==> config.mk <==
export PLATFORM = sky130hd
export DESIGN_NAME = speck_round_engine
export DESIGN_NICKNAME = d
export VERILOG_FILES = /design/src/rtl/speck_round_engine.sv
export SDC_FILE = /design/constraint.sdc
export NUM_CORES = 1
export LEC_CHECK = 0
export CAP_MARGIN = 5
export CORE_AREA = 2 2 88 175
export CTS_CLUSTER_SIZE = 10
export DETAILED_ROUTE_END_ITERATION = 16
export DIE_AREA = 0 0 90 177
export PLACE_DENSITY = 0.65
export SYNTH_ARGS = -nofsm -noshare
export SYNTH_HDL_FRONTEND = slang
export SYNTH_SLANG_ARGS = --single-unit
==> constraint.sdc <==
create_clock -name clk -period 3.5 [get_ports clk]
set_clock_uncertainty 0.1 [all_clocks]
set_input_delay 0.525 -clock clk [delete_from_list [all_inputs] [get_ports clk]]
set_output_delay 0.525 -clock clk [all_outputs]
set_load 0.005 [all_outputs]
==> src/rtl/speck_round_engine.sv <==
// Iterative SPECK encrypt/decrypt engine: one round per clock, subkeys fetched
// by index from an external combinational store, start/busy/done framing.
module speck_round_engine #(
  parameter int unsigned WORD_WIDTH = 16,
  parameter int unsigned ALPHA      = 7,
  parameter int unsigned BETA       = 2,
  parameter int unsigned ROUNDS     = 22,
  parameter int unsigned RIDX_W     = (ROUNDS > 1) ? $clog2(ROUNDS) : 1
) (
  input  logic                      clk,
  input  logic                      rst_n,
  input  logic                      start,
  input  logic                      mode,
  input  logic [2*WORD_WIDTH-1:0]   block_in,
  output logic [RIDX_W-1:0]         round_idx,
  input  logic [WORD_WIDTH-1:0]     subkey,
  output logic                      busy,
  output logic                      done,
  output logic [2*WORD_WIDTH-1:0]   block_out,
  output logic [1:0]                state_response
);

  localparam int unsigned W = WORD_WIDTH;
  localparam logic [RIDX_W-1:0] LAST_IDX = RIDX_W'(ROUNDS - 1);

  typedef enum logic [1:0] {
    ST_IDLE  = 2'd0,
    ST_ROUND = 2'd1,
    ST_DONE  = 2'd2
  } state_t;

  state_t            state;
  logic [RIDX_W-1:0] ctr;
  logic [W-1:0]      x_q;
  logic [W-1:0]      y_q;
  logic              mode_q;

  logic [W-1:0]      enc_x_c;
  logic [W-1:0]      enc_y_c;
  logic [W-1:0]      dec_x_c;
  logic [W-1:0]      dec_y_c;
  logic              last_round_c;

  // Rotates by a constant, built from a doubled word so no shift-width mixing occurs.
  function automatic logic [W-1:0] ror(input logic [W-1:0] v, input int unsigned s);
    logic [2*W-1:0] d;
    d = {v, v} >> s;
    return d[W-1:0];
  endfunction

  function automatic logic [W-1:0] rol(input logic [W-1:0] v, input int unsigned s);
    logic [2*W-1:0] d;
    d = {v, v} << s;
    return d[2*W-1:W];
  endfunction

  // Forward and inverse round datapaths; the latched mode picks one.
  always_comb begin
    enc_x_c = (ror(x_q, ALPHA) + y_q) ^ subkey;
    enc_y_c = rol(y_q, BETA) ^ enc_x_c;
    dec_y_c = ror(x_q ^ y_q, BETA);
    dec_x_c = rol((x_q ^ subkey) - dec_y_c, ALPHA);
  end

  assign last_round_c = mode_q ? (ctr == '0) : (ctr == LAST_IDX);

  always_ff @(posedge clk or negedge rst_n) begin
    if (!rst_n) begin
      state     <= ST_IDLE;
      ctr       <= '0;
      x_q       <= '0;
      y_q       <= '0;
      mode_q    <= 1'b0;
      block_out <= '0;
      done      <= 1'b0;
      busy      <= 1'b0;
    end else begin
      done <= 1'b0;
      case (state)
        ST_IDLE: begin
          if (start) begin
            x_q    <= block_in[W-1:0];
            y_q    <= block_in[2*W-1:W];
            mode_q <= mode;
            ctr    <= mode ? LAST_IDX : '0;
            state  <= ST_ROUND;
            busy   <= 1'b1;
          end
        end
        ST_ROUND: begin
          if (mode_q) begin
            x_q <= dec_x_c;
            y_q <= dec_y_c;
          end else begin
            x_q <= enc_x_c;
            y_q <= enc_y_c;
          end
          // Counter stays on the final index so it never wraps past the range.
          if (last_round_c) begin
            state <= ST_DONE;
          end else if (mode_q) begin
            ctr <= ctr - RIDX_W'(1);
          end else begin
            ctr <= ctr + RIDX_W'(1);
          end
        end
        ST_DONE: begin
          block_out <= {y_q, x_q};
          done      <= 1'b1;
          state     <= ST_IDLE;
          busy      <= 1'b0;
        end
        default: begin
          state <= ST_IDLE;
          busy  <= 1'b0;
        end
      endcase
    end
  end

  assign round_idx      = (state == ST_ROUND) ? ctr : '0;
  assign state_response = state;

endmodule

Word level (Yosys, flattened, before mapping)
Index checks and enable logic that the tools add are counted.

storage, ports and cells
  output and inout bits = 41
  logic and storage cells = 50
  input bits = 52
  register bits = 74

operators by class
  reduce and logical (&&, ||, !) cells = 8
  eq/ne operators = 6
  mux-type cells = 19
  add/subtract/negate cells = 4
  bitwise operators = 5

operator list
  cell                                                                    number
  16-bit two-way mux                                                      4
  16-bit one-hot mux with 2 select lines                                  2
  16-bit XOR                                                              4
  5-bit two-way mux                                                       5
  16-bit adder                                                            1
  16-bit subtractor                                                       1
  5-bit one-hot mux with 2 select lines                                   1
  2-bit AND reduction                                                     4
  2-bit != test (second input constant)                                   3
  5-bit by 1-bit adder with 5-bit output (second input constant)          1
  5-bit equality test (second input constant)                             1
  5-bit zero test                                                         1
  5-bit by 1-bit subtractor with 5-bit output (second input constant)     1
  2-bit two-way mux                                                       2
  2-bit one-hot mux with 2 select lines                                   1
  1-bit two-way mux                                                       3
  3-bit AND reduction                                                     1
  2-bit by 1-bit equality test with 1-bit output (second input constant)  1
  2-bit equality test (second input constant)                             1
  2-bit zero test                                                         1
  1-bit one-hot mux with 2 select lines                                   1
  2-bit nonzero test                                                      1
  1-bit NOT                                                               1

Longest topological paths before layout
Gate-level depths: netlist (run 1).

  depth in word-level cells = 5
  depth in mapped cells = 11
  depth with buffers taken out = 11

Least setup slack after synthesis (run 1)
Ideal clock, no wire load.

  path kind = in2reg
  from = input port subkey[0]
  to = register x_q[1]
  path buffers = 0
  setup slack = 0.847 ns
  arrival = 2.475 ns
  library setup time = 0.077 ns
  data required time = 3.323 ns
  cell stages on the path = 11
  cell sequence = xnor2_1 -> ha_1 -> inv_1 -> fa_1 -> a21oi_1 -> o2111ai_1 -> a221o_1 -> nand2_1 -> mux2i_1 -> o211ai_1 -> a21oi_1

on the way
  cells in the longest elaborated chain, start to end = 4

RTL lines
  element                                 RTL line  source
  start: declaration                      16        input logic [WORD_WIDTH-1:0] subkey,
  16-bit XOR                              62        dec_x_c = rol((x_q ^ subkey) - dec_y_c, ALPHA);
  16-bit subtractor                       62
  16-bit two-way mux                      91        if (mode_q) begin
  16-bit one-hot mux with 2 select lines  79        case (state)
  end signal: assignment                  82        x_q <= block_in[W-1:0];
  end signal: assignment                  95        x_q <= enc_x_c;
  end: declaration                        34        logic [W-1:0] x_q;

Every way passes these cells.
A chain may end at the register's enable or synchronous reset.

Worst setup path in the final report (run 1)
Ends and elaborated chain as after synthesis.

==> impl_metrics.env, run 1 <==
export IMPL_syn_area_per_cell_um2=9.03
export IMPL_firstDrtPassIters=5
export IMPL_cap_violations=0
export IMPL_antenna_found_initial=0
export IMPL_ant_nets=0
export IMPL_numCtsBuffers=9
export IMPL_drive_above_1_share=0.0977
export IMPL_yosysSeqAreaShare=0.324
export IMPL_cts_htree_levels=3
export IMPL_areaGrowthSynthToFinish_pct=25.4
export IMPL_setup_violations=0
export IMPL_drtIter0Drc=372
export IMPL_grt_usage=0.247
export IMPL_async_flop_share=1.00
export IMPL_syn_inst=633
export IMPL_avgViaCountPerCell=5.70
export IMPL_period_share=0.880
export IMPL_cp_required_ps=3680
export IMPL_synth_simple_area_share=0.131
export IMPL_synth_xor_area_frac=0.146
export IMPL_fmax_mhz=325
export IMPL_nFillCells=1446
export IMPL_cts_root_buf="clkbuf_16"
export IMPL_synthAdderAreaFrac=0.0828
export IMPL_slew_viol_final=0
export IMPL_avgRoutedWirePerCell_um=20.9
export IMPL_port_buffers=92
export IMPL_post_cts_setup_buffers=0
export IMPL_fin_crit_ps=3080
export IMPL_start_util=0.390
export IMPL_grt_max_degree=75
export IMPL_crit_arrival_ps=3260
export IMPL_cp_end_kind="flip-flop"
export IMPL_synth_compound_area_frac=0.204
export IMPL_remaining_drc_errors=0
export IMPL_cts_path_max_buffers=2
export IMPL_hold_viol_final=0
export IMPL_die_w_um=90
export IMPL_clkSlewWorstSetupHoldPaths_ps=70
export IMPL_synth_edf_count=0
export IMPL_synth_top_family_by_area="compound AO/OA/AOI/OAI gates"
export IMPL_cts_tree="done"
export IMPL_cts_sinks=74
export IMPL_die_area_um2=15900
export IMPL_syn_nets=721
export IMPL_hold_buffers=0
export IMPL_tns_ps=0
export IMPL_rsz0062_at_grt="false"
export IMPL_place_gp_congestion=0.987
export IMPL_path_max_fanout=4
export IMPL_grt_pass1_vias=5383
export IMPL_rows=63
export IMPL_fin_nets=810
export IMPL_grt_pass1_wl_um=30300
export IMPL_cts_resized=0
export IMPL_worstMarginPinSlew_ps=994
export IMPL_ioPinCount=93
export IMPL_mappedNetlistArea_um2=5710
export IMPL_netlist_cell_type_count=59
export IMPL_startpoint_type="input port"
export IMPL_vias=5259
export IMPL_muxShareOfSynthArea=0.0801
export IMPL_synth_warnings=0
export IMPL_diodes=0
export IMPL_hpwl_um=14700
export IMPL_hold_path_class="in -> async"
export IMPL_synth_main_ff_cell="dfrtp_1"
export IMPL_status="completed"
export IMPL_yosys_register_bits=74
export IMPL_timing_slew_headroom=0.337
export IMPL_routed_wl_um=19300
export IMPL_clock_latency_ps=350
export IMPL_overflow=0
export IMPL_die_y_um=177
export IMPL_worst_setup_path_type="in -> reg"
export IMPL_holdWs_ps=224
export IMPL_core_area_um2=14700
## cells by family after synthesis
group / count (synthesis)
AOI/OAI and AO/OA: 177
xor gates and xnor gates: 91
adders and majority gates: 36
DFF: 74
buffers and inverters: 44
and+or+nand+nor: 169
muxes: 42
## flip-flops by register name (all words and copies together), names as in the netlist
signal / cells
block_out: 32
x_q: 16
y_q: 16
ctr: 5
state_response: 2
busy: 1
done: 1
mode_q: 1
## cell usage after synthesis, drive strengths merged (6+ instances only)
| master | n | area, µm² |
|---|---|---|
| nand3 | 12 | 60.1 |
| o21ai | 42 | 210 |
| inv | 13 | 48.8 |
| xnor2 | 53 | 472 |
| dfrtp | 74 | 1850 |
| a31oi | 9 | 56.3 |
| a32o | 7 | 70.1 |
| a21o | 12 | 90.1 |
| o21bai | 6 | 56.3 |
| nor2 | 48 | 180 |
| and3 | 9 | 56.3 |
| buf | 15 | 75.1 |
| nor3 | 7 | 35.0 |
| ha | 33 | 413 |
| nand2 | 69 | 259 |
| a21oi | 49 | 257 |
| nand2b | 7 | 43.8 |
| mux2i | 12 | 120 |
| xor2 | 36 | 315 |
| nor2b | 6 | 37.5 |
| clkbuf | 16 | 60.1 |
| mux2 | 30 | 338 |
## area by class of cell
cell class                 count  area, µm²  area share
multi-input combinational    515       3680       0.514
clock buffer                  10        239      0.0334
sequential                    74       1850       0.258
inverter                      13       48.8     0.00681
timing repair buffer         109       1060       0.148
clock inverter                 6       42.5     0.00594
tap                          195        244      0.0340
## per-layer routing
layer,GRT usage,part of all wire,vias up,wire (µm)
met1,0.295,0.40,2493,7740
met2,0.406,0.47,243,9140
met4,0.162,0.067,0,1300
met3,0.0468,0.058,75,1120
met5,0,0,-,0
li1,-,-,2448,-
## cells in the final DEF, fill, tap and decap left out, types with 12 or more instances in the layout
master           Yosys  final
clkdlybuf4s50_1      0     91
dfrtp_1             74     74
nand2_1             69     69
xnor2_1             52     52
nor2_1              48     48
a21oi_1             48     48
xor2_1              36     36
o21ai_0             35     35
ha_1                33     33
mux2_2              30     30
buf_4                2     17
inv_1               12     12
a21o_1              12     12
nand3_1             12     12
mux2i_1             12     12
## per-stage QoR
stage	std cells	cell area [µm²]	util	worst slack (ps)
floorplan	633	5710	-	847
global placement	906	6880	0.470	133
global route	922	7170	0.489	227
finish	922	7170	0.489	419
detailed placement	906	6880	0.470	81.6
CTS	922	7170	0.489	444
## worst max-delay path, stage by stage
cell	delay (ps)
clkdlybuf4s50_1	520
xnor2_1	140
ha_1	200
inv_1	60
fa_1	400
a21oi_1	210
o2111ai_1	240
a221o_1	380
nand2_1	140
mux2i_1	220
o211ai_1	100
a21oi_1	120
## path summary, 6_finish.rpt
kind,end,slack (ps),cells past startpoint,startpoint
min in group clk,block_out[8],380,2,block_out[8]
worst min register to register,block_out[8],380,2,block_out[8]
worst max register to register,x_q[1],530,11,x_q[0]
worst min-delay path,state_response[1],220,1,rst_n
max in group asynchronous,block_out[26],2410,1,rst_n
worst max-delay path,x_q[1],420,12,subkey[0]
Power of run 1 is not shown: default switching activity piles up to over one toggle a cycle in this logic, so the estimate is an artifact.
==> run 2, diff against run 1 <==
Settings changed: PLACE_DENSITY 0.65 to 0.68.
Clock period 3.5 ns to 2.7 ns, I/O delays scaled along.
==> impl_metrics.env, run 2 (synthesis gave the netlist of run 1 again) <==
export IMPL_status="finished, violations left"
export IMPL_violations="hold timing"
export IMPL_clkSlewWorstSetupHoldPaths_ps=60
export IMPL_startpoint_type="flip-flop"
export IMPL_die_area_um2=15900
export IMPL_cp_required_ps=2870
export IMPL_grt_usage=0.259
export IMPL_cts_path_max_buffers=2
export IMPL_setup_violations=0
export IMPL_rows=63
export IMPL_grt_max_degree=49
export IMPL_path_max_fanout=4
export IMPL_start_util=0.390
export IMPL_cts_tree="done"
export IMPL_numCtsBuffers=9
export IMPL_worstMarginPinSlew_ps=680
export IMPL_hold_path_class="in -> async"
export IMPL_max_flop_register="block_out"
export IMPL_grt_pass1_vias=5733
export IMPL_wl_met3_um=1470
export IMPL_holdWs_ps=-12.2
export IMPL_port_buffers=92
export IMPL_ioPinCount=93
export IMPL_met1_length_um=7840
export IMPL_grt_pass1_wl_um=31700
export IMPL_slew_viol_final=0
export IMPL_hold_viol_final=7
export IMPL_largest_reg_flops=32
export IMPL_post_place_ws_ps=-477
export IMPL_worst_setup_path_type="reg -> reg"
export IMPL_fin_nets=886
export IMPL_fin_crit_ps=2680
export IMPL_period_share=0.991
export IMPL_hpwl_um=15900
export IMPL_rsz0062_at_grt="true"
export IMPL_cts_sinks=74
export IMPL_wl_met2_um=10200
export IMPL_firstDrtPassIters=5
export IMPL_cap_violations=0
export IMPL_vias=5621
export IMPL_ant_nets=0
export IMPL_core_area_um2=14700
export IMPL_cp_end_kind="flip-flop"
export IMPL_drtIter0Drc=491
export IMPL_remaining_drc_errors=0
export IMPL_cts_htree_levels=3
export IMPL_avgRoutedWirePerCell_um=20.7
export IMPL_avgViaCountPerCell=5.63
export IMPL_die_y_um=177
export IMPL_place_gp_congestion=0.995
export IMPL_timing_slew_headroom=0.546
export IMPL_final_cell_mix="buf_4 (93), clkdlybuf4s50_1 (90), dfrtp_1 (74)"
export IMPL_layout_commonest_cell="buf_4"
export IMPL_overflow=0
export IMPL_reg_top3="block_out x32, x_q x16, y_q x16"
export IMPL_hold_buffers=0
export IMPL_cts_root_buf="clkbuf_16"
export IMPL_worst_slack_ps=24.1
export IMPL_diodes=0
export IMPL_die_w_um=90
export IMPL_fmax_mhz=374
export IMPL_clock_latency_ps=350
export IMPL_antenna_found_initial=0
export IMPL_areaGrowthSynthToFinish_pct=38.9
export IMPL_drive_above_1_share=0.215
export IMPL_routed_top_layer="met4"
export IMPL_routed_wl_um=20600
export IMPL_crit_arrival_ps=2850
run 2: path summary, 6_finish.rpt:
kind	start	end	slack (ps)	cells past startpoint
worst max-delay path	y_q[2]	x_q[1]	20	11
worst min-delay path	rst_n	busy	-10	1
worst max register to register	y_q[2]	x_q[1]	20	11
worst min register to register	block_out[8]	block_out[8]	380	2
max in group asynchronous	rst_n	x_q[0]	1920	2
min in group clk	block_out[8]	block_out[8]	380	2
run 2: layout make-up:
class / count / area, µm²
well taps: 195 / 244
clock inverters: 6 / 113
clock buffers: 10 / 239
flip-flops and latches: 74 / 1850
fillers: 1408 / 6730
multi-input cells: 515 / 3810
inverters: 13 / 48.8
repair buffers: 185 / 1630
run 2: critical path: stages, from the launching register on:
cell and delay (ps):
dfrtp_1 400, xor2_1 220, ha_2 230, inv_2 40, fa_2 410, a21oi_4 180, o2111ai_2 150, a221o_1 330
nand2_2 110, mux2i_1 190, o211ai_1 100, a21oi_1 130
run 2: stage by stage:
step                cell area [µm²]  utilization  TNS [ps]  instances
global route                   7940        0.541      -301        998
floorplan                      5710            -         0        633
global placement               7440        0.507     -2550        980
detailed placement             7440        0.507     -3100        980
CTS                            7810        0.533         0        996
finish                         7940        0.541         0        998
run 2: per-layer routing:
metal,up-vias,track usage
met5,-,0
met4,0,0.147
met3,69,0.0618
met2,264,0.437
met1,2687,0.301
li1,2601,-
run 2: timing repair:
item,CTS,global route
setup buffers,0,2
endpoints found under the setup margin,6,15
pin swaps,2,16
gates resized for setup,6,23
Power of run 2 is left out for the same reason.
